===== src/rtl/seg_pkg.sv =====
// Shared constants for the stack seven-segment display.
// Segment codes are active-low {g,f,e,d,c,b,a}.
package seg_pkg;

  localparam logic [6:0] SEG_BLANK = 7'h7F;
  localparam logic [6:0] SEG_E     = 7'b0000110;

  localparam logic [3:0] AN_D0 = 4'b1110;
  localparam logic [3:0] AN_D1 = 4'b1101;
  localparam logic [3:0] AN_D2 = 4'b1011;
  localparam logic [3:0] AN_D3 = 4'b0111;
  localparam logic [3:0] AN_OFF = 4'b1111;

  localparam logic [6:0] HEX_SEG [16] = '{
    7'b1000000, 7'b1111001, 7'b0100100, 7'b0110000,
    7'b0011001, 7'b0010010, 7'b0000010, 7'b1111000,
    7'b0000000, 7'b0010000, 7'b0001000, 7'b0000011,
    7'b1000110, 7'b0100001, 7'b0000110, 7'b0001110
  };

  typedef enum logic [1:0] {
    DIG0,
    DIG1,
    DIG2,
    DIG3
  } digit_e;

endpackage


===== src/rtl/stack_seg_display_if.sv =====
// Stack-to-display bundle: data byte, load strobe,
// error indication and error clear strobe.
interface stack_seg_display_if;
  logic [7:0] data_in;
  logic       load;
  logic       error_in;
  logic       err_clr;

  modport master (
    output data_in,
    output load,
    output error_in,
    output err_clr
  );

  modport slave (
    input data_in,
    input load,
    input error_in,
    input err_clr
  );
endinterface


===== src/rtl/seg_hex_decode.sv =====
// Nibble to active-low seven-segment pattern.
// Purely combinational table lookup.
module seg_hex_decode
  import seg_pkg::*;
(
  input  logic [3:0] nib_i,
  output logic [6:0] seg_o
);

  assign seg_o = HEX_SEG[nib_i];

endmodule


===== src/rtl/stack_seg_display.sv =====
// 4-digit multiplexed display of the stack output byte
// with a sticky, blinking error indication.
module stack_seg_display
  import seg_pkg::*;
#(
  parameter int REFRESH_BITS = 18,
  parameter int BLINK_BITS   = 26
) (
  input  logic                clk,
  input  logic                reset_n,
  stack_seg_display_if.slave  bus,
  output logic [3:0]          an,
  output logic [6:0]          seg,
  output logic                dp
);

  logic [7:0]              held_q, held_d;
  logic                    err_q, err_d;
  logic [REFRESH_BITS-1:0] ref_q, ref_d;
  logic [BLINK_BITS-1:0]   blink_q, blink_d;
  digit_e                  sel_q, sel_d;
  logic [3:0]              an_q, an_d;
  logic [6:0]              seg_q, seg_d;
  logic                    dp_q, dp_d;
  logic [3:0]              nib;
  logic [6:0]              hex_seg;

  assign nib = (sel_q == DIG1) ? held_q[7:4] : held_q[3:0];

  seg_hex_decode u_dec (
    .nib_i (nib),
    .seg_o (hex_seg)
  );

  // Next state: capture, sticky error (set wins), scan counters.
  always_comb begin
    held_d  = bus.load ? bus.data_in : held_q;
    err_d   = bus.error_in | (err_q & ~bus.err_clr);
    ref_d   = ref_q + 1'b1;
    blink_d = blink_q + 1'b1;
    sel_d   = (&ref_q) ? digit_e'(sel_q + 2'd1) : sel_q;
  end

  // Digit mux feeding the output registers.
  always_comb begin
    an_d  = AN_OFF;
    seg_d = SEG_BLANK;
    dp_d  = 1'b1;
    unique case (sel_q)
      DIG0: begin
        an_d  = AN_D0;
        seg_d = hex_seg;
      end
      DIG1: begin
        an_d  = AN_D1;
        seg_d = hex_seg;
      end
      DIG2: begin
        an_d = AN_D2;
        dp_d = ~err_q;
      end
      DIG3: begin
        an_d = AN_D3;
        if (err_q && !blink_q[BLINK_BITS-1])
          seg_d = SEG_E;
      end
      default: ;
    endcase
  end

  // State and output registers; reset blanks the display.
  always_ff @(posedge clk or negedge reset_n) begin
    if (!reset_n) begin
      held_q  <= 8'h00;
      err_q   <= 1'b0;
      ref_q   <= '0;
      blink_q <= '0;
      sel_q   <= DIG0;
      an_q    <= AN_OFF;
      seg_q   <= SEG_BLANK;
      dp_q    <= 1'b1;
    end else begin
      held_q  <= held_d;
      err_q   <= err_d;
      ref_q   <= ref_d;
      blink_q <= blink_d;
      sel_q   <= sel_d;
      an_q    <= an_d;
      seg_q   <= seg_d;
      dp_q    <= dp_d;
    end
  end

  assign an  = an_q;
  assign seg = seg_q;
  assign dp  = dp_q;

endmodule


===== src/flat_wrapper.sv =====
// flat-port wrapper written by rule: the top's interface ports become plain ports
module stack_seg_display_flat import seg_pkg::*;
#(
  parameter int REFRESH_BITS = 18,
  parameter int BLINK_BITS   = 26
)
  (clk, reset_n, an, seg, dp, bus_data_in, bus_load, bus_error_in, bus_err_clr);
  stack_seg_display_if bus_i ();
  input  logic clk;
  input  logic reset_n;
  output logic [3:0] an;
  output logic [6:0] seg;
  output logic dp;
  input wire logic [$bits(bus_i.data_in)-1:0] bus_data_in;
  input wire logic [$bits(bus_i.load)-1:0] bus_load;
  input wire logic [$bits(bus_i.error_in)-1:0] bus_error_in;
  input wire logic [$bits(bus_i.err_clr)-1:0] bus_err_clr;
  assign bus_i.data_in = bus_data_in;
  assign bus_i.load = bus_load;
  assign bus_i.error_in = bus_error_in;
  assign bus_i.err_clr = bus_err_clr;
  stack_seg_display #(.REFRESH_BITS(REFRESH_BITS), .BLINK_BITS(BLINK_BITS)) u_core (.clk(clk), .reset_n(reset_n), .bus(bus_i), .an(an), .seg(seg), .dp(dp));
endmodule

===== config.mk =====
export PLATFORM = sky130hd
export DESIGN_NAME = stack_seg_display_flat
export DESIGN_NICKNAME = d
export VERILOG_FILES = /design/src/rtl/seg_pkg.sv /design/src/rtl/stack_seg_display_if.sv /design/src/rtl/seg_hex_decode.sv /design/src/rtl/stack_seg_display.sv /design/src/flat_wrapper.sv
export SDC_FILE = /design/constraint.sdc
export NUM_CORES = 1
export LEC_CHECK = 0
export CAP_MARGIN = 20
export CORE_UTILIZATION = 29
export CTS_CLUSTER_DIAMETER = 40
export DETAILED_ROUTE_END_ITERATION = 8
export GPL_TIMING_DRIVEN = 0
export SETUP_SLACK_MARGIN = 0.3
export SLEW_MARGIN = 0
export SYNTH_ARGS = -nofsm -noshare
export SYNTH_HDL_FRONTEND = slang
export SYNTH_HIERARCHICAL = 1
export SYNTH_SLANG_ARGS = --single-unit

===== constraint.sdc =====
create_clock -name clk -period 6.4 [get_ports clk]
set_input_delay 0.96 -clock clk [delete_from_list [all_inputs] [get_ports clk]]
set_output_delay 0.96 -clock clk [all_outputs]
set_load 0.03 [all_outputs]

==> impl_metrics.tcl, run 1 <==
set metrics [dict create \
    status "completed" \
    tritoncts "built" \
    synth_compound_area_share_pct 2.99 \
    area_growth_syn_to_layout_pct 18.1 \
    portBuffers 23 \
    place_inst 420 \
    cts_buffers 9 \
    synth_warnings 6 \
    grt_pass1_vias 1981 \
    synth-edff-count 0 \
    layout_setup_ws_ns 3.63 \
    rsz0062_at_grt "no" \
    synthArstFlopShare_pct 100 \
    fill_cells 1042 \
    combPwrFrac_pct 10.9 \
    synthAdderAreaFrac_pct 6.28 \
    start_util_pct 30.3 \
    multi_input_area_um2 1410 \
    leakagePower_nw 1.72 \
    syn_area_per_cell_um2 12.2 \
    post-dp-hpwl_um 3400 \
    tightestPinTransition_ns 0.820 \
    yosys.area_share.simple_pct 16.7 \
    max_slew_margin_pct 45.3 \
    hold_path.class "reg -> reg" \
    core_area_um2 10500 \
    slew_violations 0 \
    placed_cell_area_um2 3580 \
    cts-root-buf "clkbuf_8" \
    maxCapViolations 0 \
    seq_area_um2 1690 \
    p_per_area_nw_per_um2 227 \
    layout.nets 324 \
    net-switching-power_uw 217 \
    cts_sinks 67 \
    track_usage_pct 9.77 \
    yosys_most_used_dff "dfrtp_1" \
    layout_common_cells "dfrtp_1, xnor2_1, clkdlybuf4s50_1" \
    die_h_um 107 \
    drc 0 \
    post_cts_buffers 0 \
    pin_count 25 \
    clkTransAtPathRegs_ns 0.09 \
    swShare_pct 25.5 \
    clk_latency_ns 0.34 \
    peakVddDrop_mv 0.0998 \
    start_kind "flop" \
    cts_buffer_depth 2 \
    die_area_um2 11400 \
    fin_worst_skew_ns 0.0196 \
    synth.distinct_cells 38 \
    p_int_uw 635 \
    max_freq_mhz 361 \
    final_antenna_net_count 0 \
    vias 1916 \
    synth_cells 261 \
    hold_buffers 0 \
    synth-seq-cells 67 \
    setup_tns_ns 0 \
    syn-cell-area_um2 3190 \
    synth.top_cell.area_share_pct 43.2 \
    total_power_uw 853 \
    antenna_found_initial 0 \
    finish.instance_area_um2 3760 \
    wirelength_um 4880 \
    final_cell_count_no_fill 436 \
    drive_gt1_share_pct 19.7 \
    synth_xor_area_share_pct 11.3 \
    hold_viol_final 0 \
    drtPass1Iterations 4 \
    seqPwrFrac_pct 52.4 \
    synth_mux_area_share_pct 7.03 \
    setup_violations 0 \
    period_needed_ns 2.77 \
    syn-num-nets 290 \
    crit_type "reg -> reg" \
    yosys-top-cells-area "dfrtp_1, dfstp_2, xnor2_1" \
    critPathMaxFanout 9 \
    cts_resized 0 \
    grt_pass1_wl_um 8700 \
    synth_top_family_by_area "simple AND/OR/NAND/NOR gates" \
    rows 37 \
    n_antenna_cell 0 \
    synth_top_area_cell "dfrtp_1" \
    grt_max_degree 68 \
    wl_per_cell_um 11.2 \
    routed_via_density 4.39 \
    grt_overflow 0 \
    cp_data_arrival_time_ns 3.04 \
    pre_cts_slack_ns 3.61 \
    h-tree-depth 3 \
    p_clk_share_pct 36.8 \
    die_w_um 107 \
    gp_congestion 0.756 \
    first_iter_violations 90 \
    worst_setup_path_end_kind "flop" \
    ys_seq_area_share_pct 53.1 \
    final_common_cell "dfrtp_1" \
    cp.required_ns 6.67 \
    period_share_pct 43.3 \
]
## cell usage after synthesis (all sizes together), types with 2 or more instances
cell type and n:
a21oi 3, a22o 2, and2 3, and3 3
and4 5, buf 2, clkbuf 2, dfrtp 55
dfstp 12, ha 16, inv 16, mux2 14
mux2i 4, nand2 19, nand3 21, nand4 8
nor2 12, nor3 3, nor4 4, o21ai 9
xnor2 28, xor2 13
## critical path, stage by stage, from the launching register on
cell and delay (ns):
dfrtp_1 0.47, inv_1 0.13, ha_1 0.14, clkbuf_1 0.31, mux2_2 0.43, inv_1 0.16, ha_1 0.21, and2b_2 0.23
or3b_1 0.37, o21ai_0 0.08, o21ai_0 0.10, nand2_1 0.08
## through the flow
step,hold slack (ns),util [%]
2_1_floorplan,0.394,-
3_3_place_gp,0.451,34.1
3_5_place_dp,0.450,34.1
4_1_cts,0.469,35.8
5_1_grt,0.487,35.8
6_report,0.462,35.8
## per-layer routing
metal / GRT usage, % / wire length, µm
met1: 11.6 / 2400
met2: 15.7 / 2190
met3: 2.74 / 156
met4: 5.87 / 132
met5: 0 / 0
## path summary, 6_finish.rpt
| path | startpoint | end | slack, ns | depth (start not counted) |
|---|---|---|---|---|
| worst max-delay path | u_core/sel_q[1] | u_core/seg[0] | 3.63 | 11 |
| worst min-delay path | u_core/err_q | u_core/dp | 0.46 | 1 |
| worst max register to register | u_core/sel_q[1] | u_core/seg[0] | 3.63 | 11 |
| worst min register to register | u_core/err_q | u_core/dp | 0.46 | 1 |
| max in group asynchronous | reset_n | u_core/sel_q[0] | 5.15 | 1 |
| min in group asynchronous | reset_n | u_core/held_q[3] | 0.70 | 1 |
## power by group through the flow
stage / Sequential [mW] / Combinational [mW] / Clock, mW
after detailed placement: 0.455 / 0.0943 / 0
final: 0.446 / 0.0928 / 0.313
after floorplan: 0.471 / 0.0401 / 0
after global routing: 0.448 / 0.103 / 0.345
after CTS: 0.447 / 0.0944 / 0.327
after global placement: 0.454 / 0.0932 / 0
## flip-flops by register name (all words and copies together), names as in the netlist
signal          cells
u_core/blink_q     26
u_core/ref_q       18
u_core/held_q       8
u_core/seg          7
u_core/an           4
u_core/sel_q        2
u_core/dp           1
u_core/err_q        1
## area by class of cell
type,instances,share of cell area (%)
Clock inverter,6,1.06
Buffer,4,0.632
Clock buffer,10,3.66
Inverter,16,1.60
Multi-Input combinational cell,174,37.5
Timing Repair Buffer,23,6.05
Tap cell,136,4.52
Sequential cell,67,45.0
## kinds of logic after synthesis
group | count (synthesis)
and+or+nand+nor | 82
DFF | 67
xor gates and xnor gates | 41
buffers and inverters | 20
muxes | 19
AOI/OAI and AO/OA | 16
adders and majority gates | 16
Note: power is estimated with default switching activity, not from simulation.
==> run 2, diff against run 1 <==
Clock period 6.4 ns to 2.35 ns, I/O delays scaled along.
==> run 2 against run 1 <==
- non-clock buffer count rose by 9
- power increased to 3.0 times the previous value
- sequential cell count did not move
- via count up 4.0%
- count of clock-buffer cells in the layout grew 1
- die area unchanged
- final area up 4.9%
- utilization grew 1.8 points
- maximum frequency is 31% higher
==> impl_metrics.tcl, run 2 (synthesis results as in run 1) <==
set metrics [dict create \
    largest_reg_flops 26 \
    layout_common_cells "dfrtp_1, xnor2_1, clkdlybuf4s50_1" \
    first_iter_violations 64 \
    n_antenna_cell 0 \
    layout.nets 333 \
    setup_violations 0 \
    dr_wl_met2_um 2440 \
    final_antenna_net_count 0 \
    die_h_um 107 \
    place_inst 420 \
    wl_met1_um 2360 \
    core_area_um2 10500 \
    crit_family "simple AND/OR/NAND/NOR gates" \
    fin_worst_skew_ns 0.0108 \
    cp_data_arrival_time_ns 2.39 \
    seq_area_um2 1690 \
    max_freq_mhz 472 \
    highest_layer "met4" \
    slew_violations 0 \
    period_needed_ns 2.12 \
    drc 0 \
    grt_pass1_vias 2061 \
    vias 1992 \
    rsz0062_at_grt "yes" \
    critPathBufInv 3 \
    grt_pass1_wl_um 9160 \
    gp_congestion 0.702 \
    worst_setup_path_end_kind "flop" \
    portBuffers 23 \
    critPathMaxStageDelay_ns 0.41 \
    area_growth_syn_to_layout_pct 23.9 \
    cts_buffers 9 \
    clkTransAtPathRegs_ns 0.08 \
    post-dp-hpwl_um 3410 \
    start_util_pct 30.3 \
    cts_sinks 67 \
    routed_via_density 4.48 \
    r2r_cells 11 \
    antenna_found_initial 0 \
    pin_count 25 \
    wl_met3_um 186 \
    cp.required_ns 2.62 \
    r2r_end "u_core/seg[0]" \
    cts-root-buf "clkbuf_8" \
    cts_buffer_depth 2 \
    hold_buffers 0 \
    worstPathCellList "inv_2, ha_4, clkbuf_16, mux2_4, inv_4, ha_4, and2b_2, or3b_1, o21ai_1, o21ai_1, nand2_1" \
    wirelength_um 5070 \
    track_usage_pct 10.3 \
    rrSetupSlack_ns 0.23 \
    critPathMaxFanout 4 \
    maxCapViolations 0 \
    grt_max_degree 68 \
    h-tree-depth 3 \
    die_w_um 107 \
    period_share_pct 90.1 \
    drive_gt1_share_pct 24.6 \
    fin_util_pct 37.6 \
    drtPass1Iterations 4 \
    total_power_mw 2.59 \
    rows 37 \
    hold_viol_final 0 \
    multi_input_area_um2 1440 \
    peakVddDrop_mv 0.316 \
    fill_cells 1034 \
    rr_startpoint "u_core/sel_q[1]" \
    die_area_um2 11400 \
    finish.instance_area_um2 3950 \
    start_kind "flop" \
    max_slew_margin_pct 45.9 \
    tightestPinTransition_ns 0.811 \
    grt_overflow 0 \
    slowest_stage "dfrtp_2" \
    wl_per_cell_um 11.4 \
    final_common_cell "dfrtp_1" \
    leakagePower_nw 1.80 \
    placed_cell_area_um2 3630 \
    p_per_area_nw_per_um2 657 \
    hold_path.class "in -> async" \
    status "completed" \
    reg_top3 "u_core/blink_q (26), u_core/ref_q (18), u_core/held_q (8)" \
    top_register "u_core/blink_q" \
    tritoncts "built" \
    clk_latency_ns 0.34 \
    final_cell_count_no_fill 445 \
    crit_type "reg -> reg" \
]
run 2: cell types whose count changed in the layout (fill, tap and decap cells not counted), moves of 3 or more:
cell / delta
clkinv_2: -3
o21ai_0: -5
o21ai_1: +5
inv_1: -3
buf_4: +9
run 2: per-layer routing:
layer,vias to the layer above,GRT usage [%]
li1,976,-
met1,974,12.2
met2,35,16.9
met3,7,3.16
met4,0,5.28
met5,-,0
run 2: what timing repair did:
action | in CTS | in global routing
gates resized for setup | 3 | 2
pin swaps | 1 | 0
endpoints found under the setup margin | 5 | 5
setup buffers | 8 | 1
hold endpoints to repair | 0 | 0
run 2: layout make-up:
| cell class | instances | share of cell area, % |
|---|---|---|
| plain buffers | 4 | 1.14 |
| clock buffers | 11 | 3.84 |
| clock inverters | 5 | 2.16 |
| inverters | 16 | 1.59 |
| multi-input cells | 174 | 36.6 |
| flip-flops and latches | 67 | 42.9 |
| well taps | 136 | 4.31 |
| repair buffers | 32 | 7.48 |
run 2: worst max path at each step:
stage                          from  cells past startpoint  slack, ns         endpoint
CTS                 u_core/sel_q[1]                     11       0.23    u_core/seg[0]
global placement            reset_n                      1      -1.49  u_core/sel_q[1]
detailed placement  u_core/sel_q[1]                     11       0.07    u_core/seg[0]
floorplan           u_core/sel_q[1]                     11       0.24    u_core/seg[0]
global route        u_core/sel_q[1]                     11       0.13    u_core/seg[0]
finish              u_core/sel_q[1]                     11       0.23    u_core/seg[0]
run 2: power breakdown:
group | total (mW) | switching [mW] | internal, mW
clock network | 1.10 | 0.446 | 0.659
registers | 1.21 | 0.0120 | 1.20
logic | 0.271 | 0.142 | 0.129
total | 2.59 | 0.600 | 1.99
run 2: worst reg2reg max path, delay by kind of cell, from the launching register on:
| family | cells | cell delay (ns) |
|---|---|---|
| compound gates | 2 | 0.16 |
| fa+ha+maj | 2 | 0.26 |
| buf+inv | 3 | 0.29 |
| flops | 1 | 0.41 |
| mux | 1 | 0.33 |
| simple gates | 3 | 0.62 |
run 2: metrics by stage:
step | setup WS [ns] | TNS (ns) | hold slack (ns)
floorplan | 0.239 | 0 | 0.0569
global placement | -1.49 | -74.54 | 0.453
detailed placement | 0.0723 | 0 | 0.452
CTS | 0.225 | 0 | 0.126
global route | 0.128 | 0 | 0.169
finish | 0.232 | 0 | 0.101
==> run 3, diff against run 2 <==
Settings changed: SLEW_MARGIN 0 to unset.
==> results of run 3 <==
Same layout as run 2: the final DEF is identical, and so are final timing and power.
